### src/rtl/mem_lsu_ctrl.sv
// rtl/mem_lsu_ctrl.sv - load/store sequencer with misaligned split, lane mapping and load extension
module mem_lsu_ctrl #(
    parameter int ADDRESS_WIDTH    = 4,
    parameter bit ALLOW_MISALIGNED = 1'b1
) (
    input  logic                       clk,
    input  logic                       rst_n,
    input  logic                       req_valid,
    output logic                       req_ready,
    input  logic                       req_we,
    input  logic [1:0]                 req_size,
    input  logic                       req_unsigned,
    input  logic [ADDRESS_WIDTH+1:0]   req_addr,
    input  logic [31:0]                req_wdata,
    output logic                       rsp_valid,
    output logic                       rsp_err,
    output logic [31:0]                rsp_rdata,
    output logic [3:0]                 mem_byte_enable,
    output logic [ADDRESS_WIDTH-1:0]   mem_addr,
    output logic [31:0]                mem_din,
    input  logic [31:0]                mem_dout
);

    typedef enum logic [2:0] {
        S_IDLE,
        S_LO,
        S_HI,
        S_CAP,
        S_DONE
    } state_t;

    state_t                     state;
    logic                       we_q;
    logic [1:0]                 size_q;
    logic                       uns_q;
    logic [1:0]                 off_q;
    logic [ADDRESS_WIDTH-1:0]   word_q;
    logic [31:0]                wdata_q;
    logic                       err_q;
    logic [31:0]                lo_word;
    logic [31:0]                hi_word;
    logic [31:0]                rdata_q;

    // Lane mask across two consecutive words: low nibble is the first word, high nibble the next
    function automatic logic [7:0] lane_mask(input logic [1:0] size, input logic [1:0] off);
        logic [7:0] base;
        case (size)
            2'b00:   base = 8'h01;
            2'b01:   base = 8'h03;
            default: base = 8'h0F;
        endcase
        return base << off;
    endfunction

    // Shift the two-word window down to the access and sign/zero-extend to 32 bits
    function automatic logic [31:0] assemble(input logic [31:0] lo, input logic [31:0] hi,
                                             input logic [1:0] off, input logic [1:0] size,
                                             input logic uns);
        logic [63:0] r;
        logic [31:0] res;
        r = {hi, lo} >> {off, 3'b000};
        case (size)
            2'b00:   res = {{24{~uns & r[7]}}, r[7:0]};
            2'b01:   res = {{16{~uns & r[15]}}, r[15:0]};
            default: res = r[31:0];
        endcase
        return res;
    endfunction

    logic [7:0]  req_mask;
    logic        req_split;
    logic [7:0]  mask8;
    logic        split;
    logic [63:0] store_shifted;
    logic [31:0] cap_lo;
    logic [31:0] cap_hi;

    // Decode of the incoming request and of the latched request
    always_comb begin
        req_mask      = lane_mask(req_size, req_addr[1:0]);
        req_split     = |req_mask[7:4];
        mask8         = lane_mask(size_q, off_q);
        split         = |mask8[7:4];
        store_shifted = {32'h0, wdata_q} << {off_q, 3'b000};
        cap_lo        = split ? lo_word : mem_dout;
        cap_hi        = split ? mem_dout : 32'h0;
    end

    // Sequencer: accept, issue one or two memory cycles, capture read data, respond
    always_ff @(posedge clk or negedge rst_n) begin
        if (!rst_n) begin
            state   <= S_IDLE;
            we_q    <= 1'b0;
            size_q  <= 2'b00;
            uns_q   <= 1'b0;
            off_q   <= 2'b00;
            word_q  <= '0;
            wdata_q <= 32'h0;
            err_q   <= 1'b0;
            lo_word <= 32'h0;
            hi_word <= 32'h0;
            rdata_q <= 32'h0;
        end else begin
            case (state)
                S_IDLE: begin
                    if (req_valid) begin
                        we_q    <= req_we;
                        size_q  <= req_size;
                        uns_q   <= req_unsigned;
                        off_q   <= req_addr[1:0];
                        word_q  <= req_addr[ADDRESS_WIDTH+1:2];
                        wdata_q <= req_wdata;
                        if (req_size == 2'b11 || (!ALLOW_MISALIGNED && req_split)) begin
                            err_q   <= 1'b1;
                            rdata_q <= 32'h0;
                            state   <= S_DONE;
                        end else begin
                            err_q   <= 1'b0;
                            state   <= S_LO;
                        end
                    end
                end
                S_LO: begin
                    if (split) begin
                        state <= S_HI;
                    end else if (we_q) begin
                        rdata_q <= 32'h0;
                        state   <= S_DONE;
                    end else begin
                        state <= S_CAP;
                    end
                end
                S_HI: begin
                    if (we_q) begin
                        rdata_q <= 32'h0;
                        state   <= S_DONE;
                    end else begin
                        lo_word <= mem_dout;
                        state   <= S_CAP;
                    end
                end
                S_CAP: begin
                    if (split) begin
                        hi_word <= mem_dout;
                    end else begin
                        lo_word <= mem_dout;
                    end
                    rdata_q <= assemble(cap_lo, cap_hi, off_q, size_q, uns_q);
                    state   <= S_DONE;
                end
                S_DONE: begin
                    state <= S_IDLE;
                end
                default: begin
                    state <= S_IDLE;
                end
            endcase
        end
    end

    // Memory-side drive decoded from state; idle, capture and response states leave the bus quiet
    always_comb begin
        mem_addr        = '0;
        mem_byte_enable = 4'h0;
        mem_din         = 32'h0;
        case (state)
            S_LO: begin
                mem_addr = word_q;
                if (we_q) begin
                    mem_byte_enable = mask8[3:0];
                    mem_din         = store_shifted[31:0];
                end
            end
            S_HI: begin
                mem_addr = word_q + ADDRESS_WIDTH'(1);
                if (we_q) begin
                    mem_byte_enable = mask8[7:4];
                    mem_din         = store_shifted[63:32];
                end
            end
            default: begin
                mem_addr = '0;
            end
        endcase
    end

    assign req_ready = (state == S_IDLE);
    assign rsp_valid = (state == S_DONE);
    assign rsp_err   = (state == S_DONE) & err_q;
    assign rsp_rdata = rdata_q;

endmodule

### config.mk
export PLATFORM = sky130hd
export DESIGN_NAME = mem_lsu_ctrl
export DESIGN_NICKNAME = d
export VERILOG_FILES = /design/src/rtl/mem_lsu_ctrl.sv
export SDC_FILE = /design/constraint.sdc
export NUM_CORES = 1
export LEC_CHECK = 0
export ABC_AREA = 0
export CORE_ASPECT_RATIO = 0.7
export CORE_MARGIN = 5
export CORE_UTILIZATION = 50
export DETAILED_ROUTE_END_ITERATION = 7
export GPL_TIMING_DRIVEN = 0
export PLACE_DENSITY_LB_ADDON = 0.1
export SYNTH_ARGS = -nofsm -noshare
export SYNTH_HDL_FRONTEND = slang
export SYNTH_SLANG_ARGS = --single-unit
### constraint.sdc
create_clock -name clk -period 2.7 [get_ports clk]
set_input_delay 0.54 -clock clk [delete_from_list [all_inputs] [get_ports clk]]
set_output_delay 0.54 -clock clk [all_outputs]
set_load 0.005 [all_outputs]
==> results.yml, run 1 <==
clock_tree:
  h-tree-depth: 3
  clk_path_buf_depth: 2
  clock_latency_ns: 0.35
  cts_buffers: 9
  clkSinkCount: 102
  tritoncts: "yes"
  cts_root_buf: "clkbuf_16"
  clk_pin_slew_worst_paths_ns: 0.07
sta:
  min_period_ns: 2.71
  fin_ws_ns: -0.0120
  finalCritPeriodShare_pct: 100
  fin_tns_setup_ns: -0.0120
  fin_worst_skew_ns: 0.00817
  max_freq_mhz: 369
  slew_headroom_pct: 41.8
  fin_hold_ws_ns: 0.176
  worstMarginPinSlew_ns: 0.870
  finalHoldViolCount: 0
  rsz0062_at_grt: "yes"
  setup_violations: 1
  slew_viol_final: 0
worst_setup_path:
  critPathTopFamily: "buffers and inverters"
  cp_slowest_stage_delay_ns: 0.52
  path_class: "reg -> out"
  cp.required_ns: 2.16
  critPathLaunchType: "register"
  path_cells: "buf_6 > buf_12 > buf_8 > clkbuf_16 > o21ai_0 > a21oi_2 > clkdlybuf4s50_1"
  crit_slowest_cell: "clkdlybuf4s50_1"
  worst-path-buf-inv: 5
  endpoint_kind: "primary output"
  arrival_ns: 2.17
  crit_fanout: 10
drt:
  first_pass_iters: 6
  vias_per_cell: 6.38
  wl_per_cell_um: 24.4
  ant_nets: 0
  remaining_drc_errors: 0
  drt_first_iter_violations: 872
  vias: 6157
  wl_um: 23500
global_route:
  grt_pass1_wl_um: 35000
  grt_overflow: 0
  antenna_found_initial: 0
  grt_max_degree: 62
  grt_pass1_vias: 6201
  track_usage_pct: 31.6
hold_path:
  hp-class: "in -> async"
yosys:
  synth_compound_area_share_pct: 20.2
  synthArstFlopShare_pct: 100
  synth-xor-area-share_pct: 0.282
  synth_cell_type_count: 53
  synth.area.mux_share_pct: 23.5
  yosysTopAreaCellShare_pct: 41.0
  synth-edff-count: 0
  synth_top_family_by_area: "multiplexers"
  netlist_top_cells_area: "dfrtp_1 (41%), mux2_2 (12%), mux2i_1 (8.0%)"
  synth_flop_cell: "dfrtp_1"
  synth-simple-area-share_pct: 10.3
  syn_inst: 601
  yosysWarnings: 0
  yosysSeqAreaShare_pct: 41.0
  synth_fa_ha_area_share_pct: 0.201
  synth_commonest_cells: "dfrtp_1 (102), mux2_2 (66), mux2i_1 (50), nand2_1 (42), nor2_1 (39)"
  synth_most_common_cell: "dfrtp_1"
  synth_fp_nets: 679
  yosysTopAreaCell: "dfrtp_1"
  synth-seq-cells: 102
  synth_area_um2: 6220
  postSynthAreaPerCell_um2: 10.3
floorplanning:
  core_um2: 12300
  dieArea_um2: 14800
  num_rows: 34
  die_h_um: 103
  start_util_pct: 50.6
  die_x_um: 143
  ios: 152
cells_and_area:
  antenna_cells: 0
  fillers: 865
  area_growth_pct: 43.3
  layout-drive-gt1-share_pct: 25.3
  design_area_um2: 8910
  final_nets: 876
place:
  pre_cts_ws_ns: -0.922
  io_buffer_count: 151
  routabilityCongestion: 0.954
  dpl_cell_area_um2: 7960
  hpwl_um: 16000
pwr:
  total_power_uw: 10700
  power_density_nw_per_um2: 1200
  vdd_drop_max_v: 0.000582
  power_leakage_uw: 0.00403
run_status:
  violations: "negative setup slack"
  status: "finished with violations"
run:
  drv_cap: 0
## flip-flops by register name, indices dropped and copies added (netlist names)
| signal | count |
|---|---|
| lo_word | 24 |
| word_q | 4 |
| uns_q | 1 |
| size_q | 2 |
| we_q | 1 |
| rsp_rdata | 32 |
| wdata_q | 32 |
| err_q | 1 |
| off_q | 2 |
| state | 3 |
## final cells by class
type | count | area, um2 | share of cell area (%)
clock buffers | 10 | 229 | 2.57
repair buffers | 188 | 1810 | 20.3
multi-input cells | 436 | 3550 | 39.9
plain buffers | 46 | 455 | 5.11
inverters | 15 | 63.8 | 0.716
clock inverters | 6 | 38.8 | 0.435
well taps | 162 | 203 | 2.27
flip-flops and latches | 102 | 2550 | 28.7
## per-stage QoR
step / utilization, % / std cells
2_1_floorplan: - / 601
3_3_place_gp: 64.5 / 914
3_5_place_dp: 64.7 / 915
4_1_cts: 71.5 / 959
5_1_grt: 72.5 / 965
6_report: 72.5 / 965
## per-layer routing
layer	routed length (um)	GRT usage, %	share of wire, %	vias up
met5	0	0	0	-
met4	494	9.48	2.1	0
met3	3040	10.1	13	58
met2	10200	46.1	43	461
met1	9800	45.3	42	2983
li1	-	-	-	2655
## logic make-up after synthesis
family | Yosys count
mux | 127
flops | 102
buf+inv | 63
xor+xnor | 2
simple gates | 135
compound gates | 171
fa+ha+maj | 1
## layout by cell type, fill, tap and decap left out, drive strengths merged, types with 6 or more instances in the layout
master and n:
a22oi 10, nand2 42, clkdlybuf4s50 115, o21ai 31, o22ai 10, mux4 8
a21oi 21, mux2i 50, a2bb2oi 9, dlymetal6s2s 8, nand2b 13, dlygate4sd2 24
nand3 6, a21o 8, a22o 24, buf 68, a211oi 22, dfrtp 102
and2 13, clkbuf 27, nor3 8, inv 13, a2111o 7, nor2 40
mux2 69, a31oi 9, a32o 8
## final timing paths
kind | start | to | slack (ns) | cells past startpoint
min in group clk | rsp_rdata[7]$_DFFE_PN0P_ | rsp_rdata[7]$_DFFE_PN0P_ | 0.49 | 1
setup / recovery | off_q[0]$_DFFE_PN0P_ | mem_byte_enable[3] | -0.01 | 7
hold reg to reg | rsp_rdata[7]$_DFFE_PN0P_ | rsp_rdata[7]$_DFFE_PN0P_ | 0.49 | 1
max in group asynchronous | rst_n | rsp_rdata[25]$_DFFE_PN0P_ | 1.80 | 2
hold / removal | rst_n | wdata_q[18]$_DFFE_PN0P_ | 0.18 | 1
setup reg to reg | off_q[1]$_DFFE_PN0P_ | rsp_rdata[10]$_DFFE_PN0P_ | 0.07 | 8
## worst register-to-register path: stages, from the launching register on
cell,delay (ns)
dfrtp_1,0.38
buf_6,0.15
buf_4,0.14
a21oi_2,0.16
buf_6,0.22
nand2_1,0.10
a311o_1,0.39
a2111oi_4,0.82
a2111o_1,0.22
## repair_timing
action | CTS | global route
resized for setup | 136 | 31
hold buffers | 0 | 0
gates cloned | 1 | 0
endpoints found under the setup margin | 40 | 19
pin swaps | 15 | 6
setup buffers | 29 | 6
## report_power, final
group          switching [uW]  internal, uW
clock                     587           623
sequential                711          2290
combinational            3190          3290
No activity file was read; power rests on OpenSTA's default activity.
==> inputs of run 2 (changes only) <==
Settings changed: CTS_CLUSTER_SIZE from default to 40.
==> results of run 2 <==
No change in the layout: final DEF, timing and power equal those of run 1.
==> inputs of run 3 (changes only) <==
Settings changed: CAP_MARGIN from default to 30, CELL_PAD_IN_SITES_DETAIL_PLACEMENT from default to 1, CELL_PAD_IN_SITES_GLOBAL_PLACEMENT from default to 1, CORE_UTILIZATION 50 to 49, DONT_BUFFER_PORTS from default to 1.
==> results.yml, run 3 (same netlist as run 1, synthesis figures left out) <==
worst_setup_path:
  arrival_ns: 2.14
  path_cells: "buf_4 > buf_6 > buf_8 > mux2i_2 > nor2_1 > a21oi_1 > o21ai_0"
  crit_slowest_cell: "dfrtp_1"
  critPathLaunchType: "register"
  cp.required_ns: 2.16
  r2r_cells: 7
  cp_slowest_stage_delay_ns: 0.40
  path_class: "reg -> out"
  crit_fanout: 10
  endpoint_kind: "primary output"
floorplanning:
  core_um2: 12400
  start_util_pct: 50.1
  die_x_um: 145
  die_h_um: 104
  num_rows: 34
  ios: 152
  dieArea_um2: 15100
sta:
  finalHoldViolCount: 102
  setup_violations: 0
  finalCritPeriodShare_pct: 99.2
  worstMarginPinSlew_ns: 0.893
  max_freq_mhz: 373
  rsz0062_at_grt: "yes"
  min_period_ns: 2.68
  fin_worst_skew_ns: 0.00835
  slew_headroom_pct: 40.3
  fin_hold_ws_ns: -0.119
  slew_viol_final: 0
cells_and_area:
  regArea_um2: 2550
  instances_no_fill: 778
  final_common_cell: "dfrtp_1"
  final_cell_mix: "dfrtp_1 (101), mux2_2 (66), nand2_1 (42)"
  multi_input_area_um2: 3540
  area_growth_pct: 11.6
  fillers: 1337
  layout-drive-gt1-share_pct: 26.2
  final_nets: 688
global_route:
  grt_overflow: 0
  track_usage_pct: 30.1
  grt_pass1_vias: 5719
  antenna_found_initial: 4
  grt_max_degree: 103
  grt_pass1_wl_um: 34500
drt:
  vias: 5373
  wl_um: 22900
  vias_per_cell: 6.91
  wl_per_cell_um: 29.4
  drt_first_iter_violations: 466
  remaining_drc_errors: 0
  ant_nets: 0
  first_pass_iters: 5
place:
  routabilityCongestion: 0.922
  hpwl_um: 16100
  io_buffer_count: 0
  dpl.cell_count: 763
clock_tree:
  cts_root_buf: "clkbuf_16"
  clkSinkCount: 102
  tritoncts: "yes"
  clock_latency_ns: 0.35
  clk_path_buf_depth: 2
  cts_buffers: 9
  h-tree-depth: 3
  cts_setup_buffers: 0
  clk_pin_slew_worst_paths_ns: 0.07
run_status:
  violations: "negative hold slack"
  status: "finished with violations"
run:
  drv_cap: 0
pwr:
  power_density_nw_per_um2: 1340
  power_leakage_uw: 0.00292
  vdd_drop_max_v: 0.000570
  total_power_uw: 9340
hold_path:
  hp-class: "in -> async"
-- run 3: cell types whose count changed in the layout (fill, tap and decap cells not counted), sizes merged --
| cell | delta |
|---|---|
| dlymetal6s2s | -8 |
| inv | +2 |
| bufinv | +1 |
| buf | -36 |
| clkdlybuf4s50 | -115 |
| clkbuf | -2 |
| clkdlybuf4s15 | -1 |
| clkinvlp | -2 |
| clkinv | -2 |
| dlygate4sd2 | -24 |
| diode | +1 |
| bufbuf | -1 |
-- run 3: per-layer routing --
layer / vias up / part of all wire, % / global-route usage [%]
li1: 2274 / - / -
met1: 2763 / 42 / 40.2
met2: 288 / 44 / 44.4
met3: 44 / 12 / 13.6
met4: 4 / 2.0 / 8.12
met5: - / 0.12 / 0
-- run 3: final timing paths --
| path | startpoint | endpoint | slack (ns) |
|---|---|---|---|
| max reg2reg | size_q[1]$_DFFE_PN0P_ | rsp_rdata[8]$_DFFE_PN0P_ | 0.15 |
| min reg2reg | lo_word[8]$_DFFE_PN0P_ | lo_word[8]$_DFFE_PN0P_ | 0.51 |
| min | rst_n | rsp_rdata[0]$_DFFE_PN0P_ | -0.12 |
| max | off_q[0]$_DFFE_PN0P_ | mem_din[22] | 0.02 |
| max in group asynchronous | rst_n | state[0]$_DFFE_PN0P_ | 2.64 |
| min in group clk | req_addr[0] | off_q[0]$_DFFE_PN0P_ | 0.30 |
-- run 3: layout make-up --
class | instances | area share [%]
Multi-Input combinational cell | 436 | 51.0
Antenna cell | 1 | 0.0360
Tap cell | 162 | 2.92
Sequential cell | 102 | 36.8
Clock buffer | 11 | 3.50
Inverter | 15 | 0.811
Clock inverter | 5 | 0.847
Buffer | 46 | 4.11
-- run 3: per-stage QoR --
step / util (%) / area, um2 / TNS, ns / worst slack (ns)
final: 55.9 / 6940 / 0 / 0.0213
after global routing: 55.9 / 6940 / -0.0581 / -0.0301
after CTS: 55.0 / 6830 / 0 / 0.00132
after detailed placement: 51.7 / 6420 / -6.85 / -0.532
after global placement: 51.7 / 6420 / -4.58 / -0.405
after floorplan: - / 6220 / 0 / 0.455
-- run 3: report_power, final --
group	switching [uW]	internal [uW]	total [uW]	leakage, uW
combinational	2840	2090	4930	0.00151
clock	605	746	1350	0.000142
sequential	764	2290	3050	0.00127
total	4210	5120	9340	0.00292
-- run 3: timing repair --
item	in CTS	in global routing
pin swaps	1	1
setup endpoints to repair	36	35
gates resized for setup	40	36
endpoints found under the hold margin	102	102
-- run 3: worst max-delay path, delay by kind of cell (launching register included) --
family | cells | cell delay, ns
flops | 1 | 0.40
simple gates | 1 | 0.09
mux | 1 | 0.27
compound gates | 2 | 0.39
buf+inv | 3 | 0.61
